## src/rtl/xmas_pkg.sv

```systemverilog
// Shared types for the xmas merge/pipeline stages.
//   DATA_W_DEF   default payload width
//   xmas_src_e   source tag carried alongside each buffered word
//   xmas_entry_t {src, data} entry at the default payload width
package xmas_pkg;

   localparam int DATA_W_DEF = 32;

   typedef enum logic {
      SRC_A = 1'b0,
      SRC_B = 1'b1
   } xmas_src_e;

   typedef struct packed {
      xmas_src_e               src;
      logic [DATA_W_DEF-1:0]   data;
   } xmas_entry_t;

endpackage

```

## src/rtl/xmas_fifo2.sv

```systemverilog
// Generic 2-entry FIFO with synchronous active-low reset.
//   clk, rst_n  clock / synchronous active-low reset
//   push, din   write request and entry (ignored when full)
//   pop         read request (ignored when empty)
//   full, empty occupancy flags derived from the fill count
//   head        entry at the read pointer (meaningful only when ~empty)
module xmas_fifo2 #(
   parameter int W = 33
) (
   input  logic         clk,
   input  logic         rst_n,
   input  logic         push,
   input  logic         pop,
   input  logic [W-1:0] din,
   output logic         full,
   output logic         empty,
   output logic [W-1:0] head
);

   logic [W-1:0] mem [2];
   logic         wr_ptr;
   logic         rd_ptr;
   logic [1:0]   fill;
   logic         do_push;
   logic         do_pop;

   // Full/empty come from the fill count, so 1-bit pointers may wrap freely.
   assign full    = (fill == 2'd2);
   assign empty   = (fill == 2'd0);
   assign do_push = push & ~full;
   assign do_pop  = pop & ~empty;
   assign head    = mem[rd_ptr];

   always_ff @(posedge clk) begin
      if (!rst_n) begin
         wr_ptr <= 1'b0;
         rd_ptr <= 1'b0;
         fill   <= 2'd0;
         mem[0] <= '0;
         mem[1] <= '0;
      end else begin
         if (do_push) begin
            mem[wr_ptr] <= din;
            wr_ptr      <= ~wr_ptr;
         end
         if (do_pop) begin
            rd_ptr <= ~rd_ptr;
         end
         case ({do_push, do_pop})
            2'b10:   fill <= fill + 2'd1;
            2'b01:   fill <= fill - 2'd1;
            default: fill <= fill;
         endcase
      end
   end

endmodule

```

## src/rtl/xmas_rr_merge.sv

```systemverilog
// Two-channel round-robin merge ahead of the irdy/trdy pipeline.
// Accepts at most one of A/B per cycle, buffers winners in a 2-entry FIFO,
// tags each word with its source and counts accepted words per source.
//   clk, rst_n               clock / synchronous active-low reset
//   a_data, a_irdy, a_trdy   producer A channel
//   b_data, b_irdy, b_trdy   producer B channel
//   o_data, o_src, o_irdy    FIFO head toward the pipeline
//   o_trdy                   pipeline accepts the head
//   a_count, b_count         accepted-word counters, wrap silently
module xmas_rr_merge
   import xmas_pkg::*;
#(
   parameter int DATA_W = DATA_W_DEF,
   parameter int CNT_W  = 16
) (
   input  logic              clk,
   input  logic              rst_n,
   input  logic [DATA_W-1:0] a_data,
   input  logic              a_irdy,
   output logic              a_trdy,
   input  logic [DATA_W-1:0] b_data,
   input  logic              b_irdy,
   output logic              b_trdy,
   output logic [DATA_W-1:0] o_data,
   output logic              o_src,
   output logic              o_irdy,
   input  logic              o_trdy,
   output logic [CNT_W-1:0]  a_count,
   output logic [CNT_W-1:0]  b_count
);

   xmas_src_e     prio;
   logic          fifo_full;
   logic          fifo_empty;
   logic [DATA_W:0] fifo_head;
   logic [DATA_W:0] fifo_din;
   logic          push;
   logic          pop;
   logic          src_in;

   // trdy depends only on local state and irdy, never on o_trdy: a slot freed
   // by a pop this cycle is not reused until the next cycle.
   always_comb begin
      a_trdy = rst_n & ~fifo_full & a_irdy & ((prio == SRC_A) | ~b_irdy);
      b_trdy = rst_n & ~fifo_full & b_irdy & ((prio == SRC_B) | ~a_irdy);
   end

   assign push     = a_trdy | b_trdy;
   assign src_in   = b_trdy ? 1'(SRC_B) : 1'(SRC_A);
   assign fifo_din = {src_in, (b_trdy ? b_data : a_data)};

   assign o_irdy = rst_n & ~fifo_empty;
   assign pop    = o_irdy & o_trdy;
   assign o_data = o_irdy ? fifo_head[DATA_W-1:0] : '0;
   assign o_src  = o_irdy ? fifo_head[DATA_W] : 1'b0;

   xmas_fifo2 #(
      .W (DATA_W + 1)
   ) u_fifo (
      .clk   (clk),
      .rst_n (rst_n),
      .push  (push),
      .pop   (pop),
      .din   (fifo_din),
      .full  (fifo_full),
      .empty (fifo_empty),
      .head  (fifo_head)
   );

   always_ff @(posedge clk) begin
      if (!rst_n) begin
         prio    <= SRC_A;
         a_count <= '0;
         b_count <= '0;
      end else begin
         if (a_trdy) begin
            prio    <= SRC_B;
            a_count <= a_count + CNT_W'(1);
         end else if (b_trdy) begin
            prio    <= SRC_A;
            b_count <= b_count + CNT_W'(1);
         end
      end
   end

endmodule

```

## config.mk

```make
export PLATFORM = sky130hd
export DESIGN_NAME = xmas_rr_merge
export DESIGN_NICKNAME = d
export VERILOG_FILES = /design/src/rtl/xmas_pkg.sv /design/src/rtl/xmas_fifo2.sv /design/src/rtl/xmas_rr_merge.sv
export SDC_FILE = /design/constraint.sdc
export NUM_CORES = 1
export LEC_CHECK = 0
export ABC_AREA = 0
export BUFFER_PORTS_ARGS = -buffer_cell sky130_fd_sc_hd__buf_4
export CORE_MARGIN = 2
export CORE_UTILIZATION = 52
export DETAILED_ROUTE_END_ITERATION = 8
export PLACE_DENSITY_LB_ADDON = 0.08
export SLEW_MARGIN = 20
export SYNTH_ARGS = -nofsm -noshare
export SYNTH_HDL_FRONTEND = slang
export SYNTH_SLANG_ARGS = --single-unit
```

## constraint.sdc

```tcl
create_clock -name clk -period 2.6 [get_ports clk]
set_input_delay 0.13 -clock clk [delete_from_list [all_inputs] [get_ports clk]]
set_output_delay 0.13 -clock clk [all_outputs]
set_load 0.02 [all_outputs]
```

Word level (Yosys, flattened, before mapping)
Memory sizes are Yosys's and may differ from the RTL's. A register that Yosys moved wholly into a read port is not among the register bits.
Cells that the tools add are included.
{"block": "word_totals", "ff_bits": 37, "ram_bits": 66, "output_inout_bits": 68, "elab_cells": 55, "mem_count": 1}
{"block": "op_classes", "add_sub_neg": 4, "n_eq_ne": 3, "muxes": 16, "bitwise_logic": 20, "reduce_logical": 5}
{"name": "u_fifo.mem", "words": 2, "word_bits": 33, "rd": 1, "rd_clocked_by_memory_dff": 1, "wr": 2, "line": "xmas_fifo2.sv:20", "source": "logic [W-1:0] mem [2];"}
{"cell": "32-bit two-way mux", "count": 2}
{"cell": "33-bit two-way mux", "count": 1}
{"cell": "33-bit OR reduction", "count": 1}
{"cell": "16-bit by 1-bit adder with 16-bit output (second input constant)", "count": 2}
{"cell": "1-bit two-way mux", "count": 12}
{"cell": "1-bit AND", "count": 9}
{"cell": "1-bit inverter", "count": 8}
{"cell": "2-bit == test (second input constant)", "count": 2}
{"cell": "2-bit case mux with 2 select lines", "count": 1}
{"cell": "2-bit nonzero test", "count": 2}
{"cell": "1-bit OR", "count": 3}
{"cell": "2-bit by 1-bit adder with 2-bit output (second input constant)", "count": 1}
{"cell": "2-bit by 1-bit == test with 1-bit output (second input constant)", "count": 1}
{"cell": "2-bit logical NOT", "count": 1}
{"cell": "2-bit AND reduction", "count": 1}
{"cell": "2-bit by 1-bit subtractor with 2-bit output (second input constant)", "count": 1}

Depth between registers and ports, before layout
Gate-level depths: netlist of run 1.
{"block": "logic_depth", "depth_word": 12, "mapped_depth": 8}

By module
From an unflattened synthesis of run 1, not the netlist that was laid out.
{"block": "unflattened", "hier_cells": 555, "hier_area_um2": 5193.7}
{"module": "xmas_fifo2", "n_inst": 1, "cells_per_inst": 240, "area_per_inst_um2": 3049.2}
{"module": "xmas_rr_merge", "n_inst": 1, "cells_per_inst": 315, "area_per_inst_um2": 2144.6}

Least setup slack after synthesis of run 1
No wires, ideal clock.
{"block": "synth_path", "kind": "flip-flop to flip-flop", "from": "register u_fifo.fill[0]", "to": "memory u_fifo.mem[0][0] (enable)", "setup_ns": 0.391, "arrival_time_ns": 2.001, "required_time_ns": 2.209, "path_slack_ns": 0.209, "path_stages_with_launch": 7, "path_buffers": 2, "path_cell_list": "dfxtp_1 > nand2b_2 > o211ai_1 > or3_1 > clkbuf_1 > buf_2 > nand2_1"}
{"element": "from (decl)", "line": "xmas_fifo2.sv:23", "source": "logic [1:0] fill;"}
{"element": "from (signal assigned)", "line": "xmas_fifo2.sv:50", "source": "2'b10: fill <= fill + 2'd1;"}
{"element": "from (signal assigned)", "line": "xmas_fifo2.sv:51", "source": "2'b01: fill <= fill - 2'd1;"}
{"element": "from (signal assigned)", "line": "xmas_fifo2.sv:52", "source": "default: fill <= fill;"}
{"element": "to (decl)", "line": "xmas_fifo2.sv:20"}

==> results of run 1 <==
metal layers:
layer	up-vias	wire length [um]	global-route usage
met5	-	0	0
met4	0	120	0.0738
met3	9	473	0.0326
met2	87	5400	0.379
met1	1831	4490	0.251
li1	1882	-	-
stage by stage:
stage          power (uW)  hold slack (ps)  worst slack [ps]
2_1_floorplan        2370              373               209
3_3_place_gp         2610              448               546
3_5_place_dp         2630              458               496
4_1_cts              3690             92.7               479
5_1_grt              3820              108               362
6_report             3660             96.6               485
placed cells by master (no fill, tap or decap), drive strengths merged, types with 12 or more instances in the layout:
| master | instances |
|---|---|
| a21oi | 16 |
| buf | 144 |
| dfxtp | 38 |
| edfxtp | 66 |
| mux2i | 70 |
| nand2 | 22 |
| nor2 | 112 |
| o21ai | 12 |
flip-flops by register name (all words and copies together), names as in the netlist, named ones only:
signal,flops
u_fifo.wr_ptr,1
u_fifo.fill,2
u_fifo.mem,66
prio,1
a_count,16
b_count,16
u_fifo.rd_ptr,1
logic make-up (layout without fill, tap and decap cells):
family / count (synthesis) / after routing / synth area share
compound gates: 44 / 44 / 0.0552
xor+xnor: 11 / 11 / 0.0197
fa+ha+maj: 3 / 3 / 0.00767
buf+inv: 32 / 165 / 0.0299
flops: 104 / 104 / 0.560
mux: 70 / 70 / 0.143
simple gates: 190 / 190 / 0.184
how the worst min path moves through the flow:
| stage | start | end | slack (ps) | cells past startpoint |
|---|---|---|---|---|
| after floorplan | b_data[0] | u_fifo.mem[0][0] | 370 | 2 |
| after global placement | a_count[15] | a_count[15] | 450 | 1 |
| after detailed placement | b_count[15] | b_count[15] | 460 | 2 |
| after CTS | b_data[28] | u_fifo.mem[0][28] | 90 | 3 |
| after global routing | a_data[21] | u_fifo.mem[0][21] | 110 | 3 |
| final | b_data[28] | u_fifo.mem[0][28] | 100 | 3 |
tightest hold or removal path, delay by kind of cell:
kind / cells / cell delay [ps]
and+or+nand+nor: 1 / 80
buffers and inverters: 1 / 70
muxes: 1 / 60
cell type report:
| cell class | instances | area [um^2] | share of cell area |
|---|---|---|---|
| Clock buffer | 11 | 131 | 0.0211 |
| Tap cell | 111 | 139 | 0.0223 |
| Inverter | 5 | 18.8 | 0.00302 |
| Timing Repair Buffer | 144 | 1080 | 0.174 |
| Clock inverter | 5 | 80.1 | 0.0129 |
| Sequential cell | 104 | 2740 | 0.441 |
| Multi-Input combinational cell | 318 | 2030 | 0.326 |
report_power, final:
| group | internal (uW) | total, uW | switching, uW |
|---|---|---|---|
| logic | 284 | 668 | 385 |
| clock network | 544 | 1070 | 531 |
| registers | 1870 | 1920 | 44.8 |
| total | 2700 | 3660 | 960 |
==> flow_summary.ini, run 1 <==
[timing]
finalSetupViolations = 0
hold_viol = 0
finalSetupTns_ps = 0
clock_skew_ps = 12.7
rsz0062_at_grt = no
drv_slew = 0
min_period_ps = 2110
max_freq_mhz = 473
relSlewSlack = 0.491
period_share = 0.813
worst_slew_pin_slew_ps = 759

[synth]
yosysMostFrequentCell = nor2_1
yosys_most_used_dff = edfxtp_1
synth_top_cell_by_area = edfxtp_1
synth-edff-count = 66
synth.top_cell.area_share = 0.405
synth_common_cells = nor2_1, mux2i_1, edfxtp_1
yosysSeqAreaShare = 0.560
synth_cell_types = 39
synthTopCellsByArea = edfxtp_1, dfxtp_1, mux2i_1, nor2_1, nand2_1
synth_nets = 526
synth.avg_cell_area_um2 = 10.8
ys_warn_count = 0
synth-async-reset-ratio = 0
synth_area_mm2 = 0.00489
synth-seq-cells = 104
synthCells = 454

[cells_and_area]
nFillCells = 734
nets = 654
diodes = 0
drive_gt1_frac = 0.284
utilization = 0.676
final_area_mm2 = 0.00622
area_growth_pct = 27.1
final_cell_count_no_fill = 698

[critical_path]
crit_chain = nand2b_2 -> o211ai_1 -> or3_1 -> nand2_1 -> buf_4
crit_slowest_cell = dfxtp_1
crit_fanout = 33
critPathCaptureType = flip-flop
worstPathArrival_ps = 2120
cp-start-kind = flip-flop
crit_buf_inv = 1
critPathLaunch = u_fifo.fill[0]
reg2reg_from = u_fifo.fill[0]
path_depth = 5
regToRegSetupSlack_ps = 490
critPathMaxStageDelay_ps = 420
cp_data_required_time_ps = 2600
r2r_cells = 5
crit_end = u_fifo.mem[0][4]
criticalPathCategory = reg -> reg
r2r-end = u_fifo.mem[0][4]
cp_top_family = simple AND/OR/NAND/NOR gates

[power]
ir_drop_uv = 335
powerDensity_mw_per_mm2 = 588
leakagePower_uw = 0.00261

[die]
io_pins = 137
floorplan.initialDensity = 0.532
die_w_um = 101
core_mm2 = 0.00920
die_y_um = 101
dieArea_mm2 = 0.0102
rows = 35

[clocking]
htreeDepth = 3
hold_buffers = 0
clock_path_buffers = 2
clk_pin_slew_ps = 100
clkLatencyLatePin_ps = 360
cts_tree = yes
cts_setup_buffers = 0
numCtsBuffers = 9
cts.sinks = 104
cts_root_buf = clkbuf_8
cts.repair.resized = 0

[global_routing]
grt.overflow.total = 0
antenna_found_initial = 0
grt_pass1_vias = 3702
grt_start_max_net_pins = 34
grt_pass1_wl_mm = 16.8
grt.total_usage = 0.209

[drt]
routed_wl_mm = 10.5
drcViolationCount = 0
drt_iter0_markers = 138
avgRoutedWirePerCell_um = 15.0
ant_nets = 0
dr.pass1.iters = 4
dr_total_vias = 3809
vias_per_cell = 5.46

[placement]
place_hpwl_mm = 7.00
placed_cells = 682
place_area_mm2 = 0.00601
port_buffers = 136
place_congestion = 0.834

[worst_hold_path]
hp-class = in -> reg

[status]
status = finished, final reports clean

[job]
drv_cap = 0
Note: power is estimated with default switching activity, not from simulation.
==> run 2: changes to the inputs <==
Clock period 2.6 ns to 2 ns, I/O delays scaled along.
==> run 2 against run 1 <==
Critical path depth fell by 1. Setup slack worse by 300 ps. Combinational power is 36% higher. Clock power rose by 7%. Register-to-register slack got worse by 300 ps. Maximum frequency rose by 16%. Highest routed layer unchanged. Worst hold slack got worse by 26 ps. Clock skew fell by 1.5 ps. Die area did not move. Sequential power increased by 30%.
==> flow_summary.ini, run 2 (synthesized netlist as in run 1, its figures left out) <==
[global_routing]
grt_start_max_net_pins = 34
grt.total_usage = 0.221
antenna_found_initial = 0
grt.overflow.total = 0
grt_pass1_wl_mm = 17.6
grt_pass1_vias = 3660

[status]
status = finished, final reports clean

[placement]
dp_slack_ps = 201
place_hpwl_mm = 7.36
place_area_mm2 = 0.00608
place_congestion = 0.815
port_buffers = 136

[drt]
drt_iter0_markers = 147
dr.pass1.iters = 5
met1_length_mm = 4.57
avgRoutedWirePerCell_um = 15.7
ant_nets = 0
vias_per_cell = 5.46
wl_met3_um = 630
routed_wl_mm = 11.0
dr.max_layer_used = met4
dr_total_vias = 3823
dr_wl_met2_mm = 5.75
drcViolationCount = 0

[cells_and_area]
largestRegisters = u_fifo.mem (66), a_count (16), b_count (16)
final_area_mm2 = 0.00624
diodes = 0
largest_reg_flops = 66
drive_gt1_frac = 0.289
most-common-layout-cells = buf_4, nor2_1, mux2i_1, edfxtp_1, dfxtp_1
nFillCells = 728
multiInputGateArea_mm2 = 0.00204
layout.area.seq_mm2 = 0.00274
nets = 656
top_register = u_fifo.mem
mostFrequentLayoutCell = buf_4
area_growth_pct = 27.5
utilization = 0.679

[die]
rows = 35
floorplan.initialDensity = 0.532
dieArea_mm2 = 0.0102
die_w_um = 101
die_y_um = 101
core_mm2 = 0.00920
io_pins = 137

[clocking]
clkLatencyLatePin_ps = 360
numCtsBuffers = 9
cts.repair.resized = 0
cts_tree = yes
hold_buffers = 0
cts_setup_buffers = 0
clk_pin_slew_ps = 100
cts_root_buf = clkbuf_8
cts.sinks = 104
htreeDepth = 3
clock_path_buffers = 2

[timing]
hold_viol = 0
min_period_ps = 1820
worst_slew_pin_slew_ps = 490
fin_ws_ps = 181
clock_skew_ps = 11.2
drv_slew = 0
finalSetupTns_ps = 0
finalSetupViolations = 0
rsz0062_at_grt = no
relSlewSlack = 0.673
max_freq_mhz = 550
period_share = 0.909

[critical_path]
criticalPathCategory = reg -> reg
crit_fanout = 33
critPathCaptureType = flip-flop
worstPathArrival_ps = 1830
cp_data_required_time_ps = 2010
cp-start-kind = flip-flop
r2r_cells = 4

[power]
powerDensity_mw_per_mm2 = 730
power_switching_share = 0.282
power_frac_comb = 0.200
p_clk_frac = 0.253
p_sw_uw = 1280
total_power_uw = 4560
p_int_uw = 3270
pwr-share-seq = 0.547
leakagePower_uw = 0.00261
ir_drop_uv = 423

[worst_hold_path]
min_path_cells = 3
hp-class = in -> reg

[job]
drv_cap = 0
[run 2: cell types whose count changed in the layout (fill, tap and decap cells not counted)]
cell,previous run,this run
clkinv_1,2,4
bufinv_16,2,0
buf_12,0,3
clkinv_4,0,2
nand2_4,0,2
clkbuf_1,2,1
buf_4,144,143
nand2_1,22,20
inv_6,1,0
[run 2: per-stage QoR]
stage	hold slack, ps	instances
final	70.1	700
after global routing	58.5	700
after CTS	63.6	700
after detailed placement	444	684
after global placement	433	684
after floorplan	343	454
[run 2: worst paths after layout]
| path | start | endpoint | slack, ps |
|---|---|---|---|
| worst max-delay path | u_fifo.fill[0] | u_fifo.mem[0][18] | 180 |
| worst min-delay path | b_data[28] | u_fifo.mem[1][28] | 70 |
| worst max register to register | u_fifo.fill[0] | u_fifo.mem[0][18] | 180 |
| worst min register to register | a_count[15] | a_count[15] | 470 |
[run 2: worst max-delay path, cell delays in order, from the launching register on]
cell and delay (ps):
dfxtp_1 330, nand2b_2 190, o211ai_1 150, or3_1 400, nand2_4 390
[run 2: final cells by class]
class	instances	area share
sequential	104	0.440
multi-input combinational	318	0.327
timing repair buffer	146	0.182
tap	111	0.0223
clock buffer	10	0.0204
clock inverter	6	0.00581
inverter	5	0.00301
[run 2: power by group through the flow]
stage	sequential (uW)	combinational (uW)	clock, uW
floorplan	2540	544	0
global placement	2530	897	0
detailed placement	2540	918	0
CTS	2490	921	1170
global route	2510	991	1270
finish	2490	911	1150
[run 2: layer usage]
layer  vias up  global-route usage
met5         -                   0
li1       1884                   -
met1      1844               0.273
met2        91               0.392
met3         4              0.0479
met4         0              0.0572
==> run 3: changes to the inputs <==
Settings changed: GPL_ROUTABILITY_DRIVEN from default to 0, PLACE_DENSITY from default to 0.86, PLACE_DENSITY_LB_ADDON 0.08 to default.
==> run 3 against run 2 <==
Sequential share of layout area decreased by 0.46 points. Largest cell class unchanged. Sequential power hardly changed. Register-to-register slack got worse by 50 ps. Clock-buffer cell count is the same.
==> flow_summary.ini, run 3 (synthesized netlist as in run 1, its figures left out) <==
[die]
rows = 35
dieArea_mm2 = 0.0102
io_pins = 137
core_mm2 = 0.00920
die_w_um = 101
floorplan.initialDensity = 0.532
die_y_um = 101

[timing]
period_share = 0.935
clock_skew_ps = 9.61
rsz0062_at_grt = no
finalSetupTns_ps = 0
worst_slew_pin_slew_ps = 470
max_freq_mhz = 535
min_period_ps = 1870
finalSetupViolations = 0
hold_viol = 0
relSlewSlack = 0.686
drv_slew = 0

[global_routing]
grt_start_max_net_pins = 34
grt.total_usage = 0.218
grt.overflow.total = 0
grt_pass1_vias = 3844
antenna_found_initial = 0
grt_pass1_wl_mm = 17.6

[drt]
drcViolationCount = 0
vias_per_cell = 5.62
dr_total_vias = 3941
routed_wl_mm = 11.2
drt_iter0_markers = 130
avgRoutedWirePerCell_um = 16.0
ant_nets = 0
dr.pass1.iters = 5

[critical_path]
critPathCaptureType = flip-flop
r2r_cells = 5
worstPathArrival_ps = 2100
crit_fanout = 8
cp_data_required_time_ps = 2230
cp-start-kind = flip-flop
criticalPathCategory = reg -> reg

[cells_and_area]
mostFrequentLayoutCell = buf_4
nFillCells = 695
largest_reg_flops = 66
diodes = 0
drive_gt1_frac = 0.295
final_area_mm2 = 0.00631
top_register = u_fifo.mem
most-common-layout-cells = buf_4, nor2_1, mux2i_1, edfxtp_1, dfxtp_1
area_growth_pct = 28.9
largestRegisters = u_fifo.mem (66), a_count (16), b_count (16)
nets = 657

[clocking]
cts.repair.resized = 0
cts_tree = yes
clk_pin_slew_ps = 100
clkLatencyLatePin_ps = 360
hold_buffers = 0
cts_root_buf = clkbuf_8
htreeDepth = 3
clock_path_buffers = 2
numCtsBuffers = 9
cts_setup_buffers = 0
cts.sinks = 104

[power]
leakagePower_uw = 0.00264
p_clk_frac = 0.308
power_frac_comb = 0.182
p_int_uw = 3650
power_switching_share = 0.256
p_sw_uw = 1260
pwr-share-seq = 0.510
total_power_uw = 4910
ir_drop_uv = 390
powerDensity_mw_per_mm2 = 778

[worst_hold_path]
hp-class = in -> reg
min_path_cells = 3

[placement]
place_area_mm2 = 0.00607
place_hpwl_mm = 7.69
port_buffers = 136

[status]
status = finished, final reports clean

[job]
drv_cap = 0
## run 3: cell types whose count changed in the layout (fill, tap and decap cells not counted)
cell,delta
clkinvlp_2,+1
buf_4,+2
clkinv_4,-2
bufinv_16,+3
clkinv_1,-3
buf_12,-1
clkinv_2,+1
## run 3: worst paths after layout
kind               startpoint                 to  slack [ps]
setup / recovery   b_count[0]        b_count[12]         130
hold / removal     b_data[17]  u_fifo.mem[0][17]          80
setup reg to reg   b_count[0]        b_count[12]         130
hold reg to reg   a_count[15]        a_count[15]         470
## run 3: per-layer routing
metal,routed length [um],GRT usage,up-vias,part of all wire
li1,-,-,1889,-
met1,4500,0.265,1893,0.40
met2,5820,0.388,141,0.52
met3,754,0.0388,18,0.067
met4,152,0.0738,0,0.014
met5,0,0,-,0
## run 3: through the flow
stage                     hold slack, ps  cells   util  setup WS (ps)
after floorplan                      343    454      -            103
after global placement               439    685  0.660            240
after detailed placement             443    685  0.660            148
after CTS                           72.9    701  0.686            124
after global routing                78.8    701  0.686           4.89
final                               81.6    701  0.686            130
## run 3: critical path, stage by stage (launching register included)
cell and delay, ps:
dfxtp_1 450, ha_1 200, and4_1 230, nand3_1 270, o311ai_1 450, o41ai_1 150
## run 3: layout make-up
type | instances | area [um^2] | share of cell area
clock inverter | 6 | 108 | 0.0171
multi-input combinational | 318 | 2040 | 0.324
inverter | 5 | 18.8 | 0.00298
tap | 111 | 139 | 0.0220
timing repair buffer | 147 | 1130 | 0.179
clock buffer | 10 | 128 | 0.0202
sequential | 104 | 2740 | 0.435
## run 3: power groups by stage
stage	sequential, uW	clock [uW]	combinational (uW)
2_1_floorplan	2540	0	544
3_3_place_gp	2540	0	872
3_5_place_dp	2550	0	899
4_1_cts	2500	1530	902
5_1_grt	2520	1610	969
6_report	2500	1510	894
